$ cat src/rtl/csr_trap_unit.sv
// Machine-mode CSR file, interrupt/mret sequencer, wfi sleep and 64-bit counters
// for the 5-stage RV32 core. CSR ops and mret are executed in EXE.
module csr_trap_unit #(
    parameter int          XLEN      = 32,
    parameter logic [31:0] MTVEC_RST = 32'h0000_0000
) (
    input  logic            clk,
    input  logic            rst_n,
    input  logic            csr_en,
    input  logic [2:0]      csr_funct3,
    input  logic [11:0]     csr_addr,
    input  logic [XLEN-1:0] csr_wdata,
    output logic [XLEN-1:0] csr_rdata,
    input  logic            mret,
    input  logic            wfi,
    input  logic            instret_inc,
    input  logic            ext_irq,
    input  logic            timer_irq,
    input  logic [1:0]      CSR_type,
    input  logic [XLEN-1:0] branch_target,
    input  logic [XLEN-1:0] ID_pc,
    input  logic            ID_valid,
    input  logic [XLEN-1:0] IF_pc,
    output logic            CSR_interrupt,
    output logic            CSR_ret,
    output logic [XLEN-1:0] trap_pc,
    output logic            wfi_stall
);

    localparam logic [1:0] ST_RUN   = 2'd0;
    localparam logic [1:0] ST_SLEEP = 2'd1;
    localparam logic [1:0] ST_FLUSH = 2'd2;

    localparam logic [11:0] A_MSTATUS  = 12'h300;
    localparam logic [11:0] A_MIE      = 12'h304;
    localparam logic [11:0] A_MTVEC    = 12'h305;
    localparam logic [11:0] A_MSCRATCH = 12'h340;
    localparam logic [11:0] A_MEPC     = 12'h341;
    localparam logic [11:0] A_MCAUSE   = 12'h342;
    localparam logic [11:0] A_MIP      = 12'h344;

    localparam logic [31:0] CAUSE_MEI = 32'h8000_000B;
    localparam logic [31:0] CAUSE_MTI = 32'h8000_0007;

    logic [1:0]  state_reg;
    logic [1:0]  state_next;
    logic        mstatus_mie_reg;
    logic        mstatus_mpie_reg;
    logic        mie_meie_reg;
    logic        mie_mtie_reg;
    logic [31:2] mtvec_reg;
    logic [31:0] mscratch_reg;
    logic [31:2] mepc_reg;
    logic [31:0] mcause_reg;
    logic        mip_meip_reg;
    logic        mip_mtip_reg;

    // cnt[0] = mcycle, cnt[1] = minstret
    logic [1:0][63:0] cnt;

    logic [31:0] mstatus_val;
    logic [31:0] mie_val;
    logic [31:0] mip_val;
    logic [31:0] mtvec_val;
    logic [31:0] mepc_val;
    logic [31:0] write_val;
    logic        csr_write;
    logic        pend_ext;
    logic        pend_tmr;
    logic        pending;
    logic        take;
    logic        irq_run;
    logic        irq_sleep;
    logic [31:0] mepc_entry;
    logic        unused_bits;

    // funct3[2] only selects zimm vs rs1, which is resolved upstream
    assign unused_bits = csr_funct3[2];

    assign mstatus_val = {19'd0, 2'b11, 3'd0, mstatus_mpie_reg, 3'd0, mstatus_mie_reg, 3'd0};
    assign mie_val     = {20'd0, mie_meie_reg, 3'd0, mie_mtie_reg, 7'd0};
    assign mip_val     = {20'd0, mip_meip_reg, 3'd0, mip_mtip_reg, 7'd0};
    assign mtvec_val   = {mtvec_reg, 2'b00};
    assign mepc_val    = {mepc_reg, 2'b00};

    always_comb begin
        csr_rdata = 32'd0;
        case (csr_addr)
            A_MSTATUS:  csr_rdata = mstatus_val;
            A_MIE:      csr_rdata = mie_val;
            A_MTVEC:    csr_rdata = mtvec_val;
            A_MSCRATCH: csr_rdata = mscratch_reg;
            A_MEPC:     csr_rdata = mepc_val;
            A_MCAUSE:   csr_rdata = mcause_reg;
            A_MIP:      csr_rdata = mip_val;
            12'hB00:    csr_rdata = cnt[0][31:0];
            12'hB80:    csr_rdata = cnt[0][63:32];
            12'hB02:    csr_rdata = cnt[1][31:0];
            12'hB82:    csr_rdata = cnt[1][63:32];
            default:    csr_rdata = 32'd0;
        endcase
    end

    always_comb begin
        write_val = csr_rdata;
        case (csr_funct3[1:0])
            2'b01:   write_val = csr_wdata;
            2'b10:   write_val = csr_rdata | csr_wdata;
            2'b11:   write_val = csr_rdata & ~csr_wdata;
            default: write_val = csr_rdata;
        endcase
    end

    // Set/clear with a zero mask is a pure read and must not disturb the counters
    assign csr_write = rst_n && (state_reg == ST_RUN) && csr_en &&
                       ((csr_funct3[1:0] == 2'b01) ||
                        ((csr_funct3[1:0] != 2'b00) && (csr_wdata != 32'd0)));

    assign pend_ext = mie_meie_reg & mip_meip_reg;
    assign pend_tmr = mie_mtie_reg & mip_mtip_reg;
    assign pending  = pend_ext | pend_tmr;
    assign take     = mstatus_mie_reg & pending;

    assign irq_run   = (state_reg == ST_RUN) && take && !csr_en && !mret;
    assign irq_sleep = (state_reg == ST_SLEEP) && take;

    assign CSR_ret       = rst_n && (state_reg == ST_RUN) && mret;
    assign CSR_interrupt = rst_n && (irq_run || irq_sleep);
    assign wfi_stall     = rst_n && (state_reg == ST_SLEEP);

    always_comb begin
        trap_pc = 32'd0;
        if (CSR_interrupt)
            trap_pc = mtvec_val;
        else if (CSR_ret)
            trap_pc = mepc_val;
    end

    // A branch redirect in flight supersedes whatever sits in ID/IF
    always_comb begin
        mepc_entry = IF_pc;
        if (CSR_type == 2'd0)
            mepc_entry = branch_target;
        else if (ID_valid)
            mepc_entry = ID_pc;
    end

    always_comb begin
        state_next = state_reg;
        case (state_reg)
            ST_RUN: begin
                if (CSR_ret || CSR_interrupt)
                    state_next = ST_FLUSH;
                else if (wfi && !take)
                    state_next = ST_SLEEP;
            end
            ST_SLEEP: begin
                if (pending)
                    state_next = mstatus_mie_reg ? ST_FLUSH : ST_RUN;
            end
            ST_FLUSH: state_next = ST_RUN;
            default:  state_next = ST_RUN;
        endcase
    end

    always_ff @(posedge clk) begin
        if (!rst_n)
            state_reg <= ST_RUN;
        else
            state_reg <= state_next;
    end

    always_ff @(posedge clk) begin
        if (!rst_n) begin
            mip_meip_reg <= 1'b0;
            mip_mtip_reg <= 1'b0;
        end else begin
            mip_meip_reg <= ext_irq;
            mip_mtip_reg <= timer_irq;
        end
    end

    always_ff @(posedge clk) begin
        if (!rst_n) begin
            mstatus_mie_reg  <= 1'b0;
            mstatus_mpie_reg <= 1'b0;
            mie_meie_reg     <= 1'b0;
            mie_mtie_reg     <= 1'b0;
            mtvec_reg        <= MTVEC_RST[31:2];
            mscratch_reg     <= 32'd0;
            mepc_reg         <= 30'd0;
            mcause_reg       <= 32'd0;
        end else begin
            if (csr_write) begin
                case (csr_addr)
                    A_MSTATUS: begin
                        mstatus_mie_reg  <= write_val[3];
                        mstatus_mpie_reg <= write_val[7];
                    end
                    A_MIE: begin
                        mie_meie_reg <= write_val[11];
                        mie_mtie_reg <= write_val[7];
                    end
                    A_MTVEC:    mtvec_reg    <= write_val[31:2];
                    A_MSCRATCH: mscratch_reg <= write_val;
                    A_MEPC:     mepc_reg     <= write_val[31:2];
                    A_MCAUSE:   mcause_reg   <= write_val;
                    default: ;
                endcase
            end
            if (CSR_ret) begin
                mstatus_mie_reg  <= mstatus_mpie_reg;
                mstatus_mpie_reg <= 1'b1;
            end
            if (CSR_interrupt) begin
                mepc_reg         <= mepc_entry[31:2];
                mcause_reg       <= pend_ext ? CAUSE_MEI : CAUSE_MTI;
                mstatus_mpie_reg <= mstatus_mie_reg;
                mstatus_mie_reg  <= 1'b0;
            end
        end
    end

    generate
        for (genvar gi = 0; gi < 2; gi++) begin : g_cnt
            localparam logic [11:0] LO_ADDR = 12'hB00 | 12'(2 * gi);
            localparam logic [11:0] HI_ADDR = 12'hB80 | 12'(2 * gi);

            logic [63:0] cnt_reg;
            logic        inc;
            logic        wr_lo;
            logic        wr_hi;

            assign inc   = (gi == 0) ? 1'b1 : instret_inc;
            assign wr_lo = csr_write && (csr_addr == LO_ADDR);
            assign wr_hi = csr_write && (csr_addr == HI_ADDR);

            always_ff @(posedge clk) begin
                if (!rst_n)
                    cnt_reg <= 64'd0;
                else if (wr_lo)
                    cnt_reg[31:0] <= write_val;
                else if (wr_hi)
                    cnt_reg[63:32] <= write_val;
                else if (inc)
                    cnt_reg <= cnt_reg + 64'd1;
            end

            assign cnt[gi] = cnt_reg;
        end
    endgenerate

endmodule

$ cat config.mk
export PLATFORM = sky130hd
export DESIGN_NAME = csr_trap_unit
export DESIGN_NICKNAME = d
export VERILOG_FILES = /design/src/rtl/csr_trap_unit.sv
export SDC_FILE = /design/constraint.sdc
export NUM_CORES = 1
export LEC_CHECK = 0
export CAP_MARGIN = 20
export CORE_ASPECT_RATIO = 1.75
export CORE_UTILIZATION = 57
export DETAILED_ROUTE_END_ITERATION = 16
export PLACE_DENSITY = 0.82
export SYNTH_ARGS = -nofsm -noshare
export SYNTH_HDL_FRONTEND = slang
export SYNTH_SLANG_ARGS = --single-unit
$ cat constraint.sdc
create_clock -name clk -period 3.16 [get_ports clk]
set_clock_uncertainty 0.1 [all_clocks]
set_input_delay 0.632 -clock clk [delete_from_list [all_inputs] [get_ports clk]]
set_output_delay 0.632 -clock clk [all_outputs]
set_load 0.02 [all_outputs]
==> impl_metrics.py, run 1 <==
metrics = {
    "yosys": {
        "synth_edf_count": 0,
        "synth.area.top_cells": "dfxtp_1, nor2_1, nand2_1",
        "synth_top_family_by_area": "compound AO/OA/AOI/OAI gates",
        "ys_seq_area_share_pct": 29.7,
        "yosysUniqueCellTypes": 110,
        "synthAdderAreaFrac_pct": 0.143,
        "synth_top_area_cell": "dfxtp_1",
        "synth-async-reset-ratio_pct": 0,
        "synth_area_per_cell_um2": 7.79,
        "synth_ff_type": "dfxtp_1",
        "synth-seq-cells": 260,
        "ys.warnings.count": 0,
        "synth-compound-area-share_pct": 28.1,
        "synth_cells": 2247,
        "synthSimpleGateAreaFrac_pct": 26.5,
        "synthXorXnorAreaFrac_pct": 4.25,
        "synth_top_area_share_pct": 29.7,
        "synthMuxAreaShare_pct": 5.20,
        "synth_area_um2": 17500,
    },
    "die": {
        "die_w_um": 135,
        "io_pins": 221,
        "std_cell_rows": 84,
        "fp.dieH_um": 234,
        "initial_utilization_pct": 58.1,
    },
    "global_route": {
        "overflow": 8,
        "track_usage_pct": 65.6,
        "grt_pass1_wl_um": 154000,
        "grt_pass1_vias": 24100,
        "grt_max_degree": 151,
    },
    "clock_tree": {
        "cts_made_buffers": 26,
        "hold_buffers": 0,
        "cts_root_buf": "clkbuf_16",
        "clk_path_buf_depth": 3,
        "cts_num_sinks": 260,
        "h-tree-depth": 1,
    },
    "outcome": {
        "tool.error": "[ERROR GRT-0116] Global routing finished with congestion. Check the congestion regions in the DRC Viewer.",
        "status": "did not finish",
        "lastStage": "global routing",
    },
    "placed_design": {
        "dp_cells": 3079,
        "gp_congestion": 1.12,
        "hpwl_um": 68800,
        "port_buffers": 211,
    },
}
metal layers:
metal	GRT usage, %	overflow
met1	65.3	0
met2	90.6	5
met3	38.9	0
met4	69.6	3
met5	1.90	0
Yosys cell counts, types with 17 or more instances:
master      n
mux2_2     30
a22oi_1    41
nor2_1    215
inv_1      25
dfxtp_1   260
clkbuf_1  132
nand2_1   198
buf_1      23
nand4_1    98
a211oi_1   81
and2_1     26
o21a_1     31
a22o_1     39
nor4_1     34
o22ai_1    22
xnor2_1    48
mux2i_1    55
nor3_1     69
o21ai_0   104
and3_1     31
o211ai_1   27
and4_1     17
buf_2      32
nand3_1   126
a31oi_1    19
xor2_1     37
a21oi_1    96
logic make-up after synthesis:
logic type / count (synthesis)
fa+ha+maj: 2
simple gates: 905
xor+xnor: 85
compound gates: 676
buf+inv: 232
mux: 86
other cells: 1
flops: 260
per-stage QoR:
stage | cell area, um2 | worst slack, ns | setup TNS (ns) | utilization (%)
2_1_floorplan | 17500 | 0.0519 | 0 | -
3_3_place_gp | 23000 | -1.02 | -133.08 | 76.2
3_5_place_dp | 23000 | -0.994 | -150.12 | 76.2
4_1_cts | 24400 | -0.0617 | -0.159 | 80.8
timing repair:
item,in CTS
endpoints found under the hold margin,0
buffers inserted,19
cloned,8
setup endpoints to repair,100
pin swaps,33
gates resized for setup,386
==> inputs of run 2 (changes only) <==
Settings changed: CORE_ASPECT_RATIO 1.75 to not set, CORE_UTILIZATION 57 to 40, PLACE_DENSITY 0.82 to not set, PLACE_DENSITY_LB_ADDON set to 0.15.
==> impl_metrics.py, run 2 <==
metrics = {
    "clock_tree": {
        "cts_made_buffers": 34,
        "cts_root_buf": "clkbuf_16",
        "cts_num_sinks": 260,
        "clock_latency_ns": 0.59,
        "cts_tree": "yes",
        "h-tree-depth": 2,
        "clk_path_buf_depth": 3,
        "clk_pin_slew_ns": 0.06,
    },
    "yosys": {
        "synth-seq-cells": 260,
        "synth_top_area_cell": "dfxtp_1",
        "ys_seq_area_share_pct": 29.7,
        "synth_area_per_cell_um2": 7.79,
        "synth_ff_type": "dfxtp_1",
        "yosysMostFrequentCell": "dfxtp_1",
        "synth_top_area_share_pct": 29.7,
        "yosysUniqueCellTypes": 110,
        "ys.warnings.count": 0,
        "synth_area_um2": 17500,
        "synth_cells": 2247,
        "synth_edf_count": 0,
        "synth.area.top_cells": "dfxtp_1, nor2_1, nand2_1",
        "synth_common_cells": "dfxtp_1, nor2_1, nand2_1",
        "synth-async-reset-ratio_pct": 0,
    },
    "detailed_routing": {
        "drt.antenna.violating_nets": 0,
        "vias": 22700,
        "wire_per_inst_um": 29.9,
        "wirelength_um": 104000,
        "dr.pass1.iters": 6,
        "avgViaCountPerCell": 6.53,
        "drcViolationCount": 0,
        "drtIter0Drc": 3070,
    },
    "global_route": {
        "track_usage_pct": 45.7,
        "grt_pass1_vias": 21100,
        "grt_antenna_before_repair": 4,
        "grt_max_degree": 151,
        "overflow": 0,
        "grt_pass1_wl_um": 147000,
    },
    "timing": {
        "hold_violations": 0,
        "rsz0062_at_grt": "yes",
        "slew_headroom_pct": 32.7,
        "setup_slack_ns": -0.0115,
        "slew_viol_final": 0,
        "whs_ns": 0.378,
        "setup_viol": 1,
        "tightest_slew_ns": 0.999,
        "finalCritPeriodShare_pct": 100,
        "fin_crit_ns": 3.17,
        "max_freq_ghz": 0.315,
    },
    "die": {
        "std_cell_rows": 76,
        "die_w_um": 211,
        "fp.dieH_um": 211,
        "die_area_um2": 44600,
        "core-area_um2": 43200,
        "io_pins": 221,
        "initial_utilization_pct": 40.6,
    },
    "placed_design": {
        "dp_slack_ns": -1.09,
        "gp_congestion": 1.05,
        "port_buffers": 211,
        "dp_cells": 3366,
        "hpwl_um": 79300,
    },
    "layout": {
        "final_cell_mix": "buf_4, dfxtp_1, nor2_1, nand2_1, clkdlybuf4s50_1",
        "utilization_pct": 60.7,
        "syn2layout_area_growth_pct": 49.5,
        "fin_cells": 3469,
        "final_common_cell": "buf_4",
        "final_nets": 3014,
        "largest_reg_flops": 128,
        "drive_gt1_share_pct": 30.5,
    },
    "setup_path": {
        "end_kind": "primary output",
        "r2r_cells": 11,
        "crit_required_ns": 2.43,
        "crit_fanout": 7,
        "start_kind": "input pin",
        "crit_arrival_ns": 2.44,
        "worstSetupPathType": "in2out",
    },
    "hold_path": {
        "hold_path_depth": 2,
        "hold_path.class": "reg2reg",
    },
    "run": {
        "drv_cap": 0,
    },
    "outcome": {
        "violations": "negative setup slack",
        "status": "finished with violations",
    },
    "pwr": {
        "p_leak_nw": 10.2,
        "p_per_area_nw_per_um2": 342,
        "ir_worst_vdd_mv": 0.369,
    },
}
-- run 2: cell counts after synthesis --
Identical to the previous run, type by type.
-- run 2: through the flow --
step / setup TNS, ns / cell area (um2) / total power, mW
2_1_floorplan: 0 / 17500 / 3.78
3_5_place_dp: -174.67 / 24100 / 4.60
5_1_grt: -0.150 / 26200 / 9.13
4_1_cts: -0.0770 / 25900 / 8.90
3_3_place_gp: -158.88 / 24100 / 4.60
6_report: -0.0115 / 26200 / 8.97
-- run 2: kinds of logic (layout without fill, tap and decap cells) --
family	after synthesis	in the layout	synth area share [%]
AO/OA/AOI/OAI	676	676	28.1
multiplexers	86	86	5.20
adder cells (fa/ha/maj)	2	2	0.143
buffers and inverters	232	867	6.02
other	1	3	0.0214
XOR/XNOR	85	85	4.25
AND/OR/NAND/NOR	905	905	26.5
flip-flops	260	260	29.7
-- run 2: cell type report --
class,count,area [um2]
antenna,1,2.50
inverter,27,104
clock inverter,13,218
multi-input combinational,1756,11800
clock buffer,48,1000
timing repair buffer,779,7100
sequential,260,5210
tap,585,732
fill,4047,17000
-- run 2: timing repair --
item                       4_1_cts  5_1_grt
cloned                           3        1
pin swaps                       28       32
setup endpoints to repair      135       76
gates resized for setup        379       63
hold buffers                     0        0
setup buffers                   29       11
-- run 2: worst max-delay path, stage by stage --
cell             delay, ns
clkdlybuf4s15_2       0.19
buf_6                 0.13
or3_1                 0.46
nor2_1                0.22
buf_4                 0.22
a32oi_1               0.10
o21ai_1               0.17
clkdlybuf4s15_2       0.31
-- run 2: power by group --
part           internal [mW]  switching (mW)  leakage (nW)
Clock                   2.64            1.70         0.595
Sequential              3.29          0.0103          2.10
Combinational          0.592           0.735          7.49
Total                   6.52            2.45          10.2
-- run 2: per-layer routing --
layer / vias up / track usage [%] / part of all wire, %
met5: - / 0 / 0.039
met2: 1686 / 69.3 / 43
met3: 387 / 11.5 / 12
li1: 9809 / - / -
met1: 10800 / 58.0 / 38
met4: 6 / 28.1 / 7.1
-- run 2: final timing paths --
kind / endpoint / startpoint / slack [ns]
worst min register to register: mcause_reg[14] / mcause_reg[14] / 0.38
worst max-delay path: csr_rdata[13] / csr_addr[4] / -0.01
worst min-delay path: mcause_reg[14] / mcause_reg[14] / 0.38
worst max register to register: mstatus_mpie_reg / state_reg[1] / 0.12
Note: power is estimated with default switching activity, not from simulation.
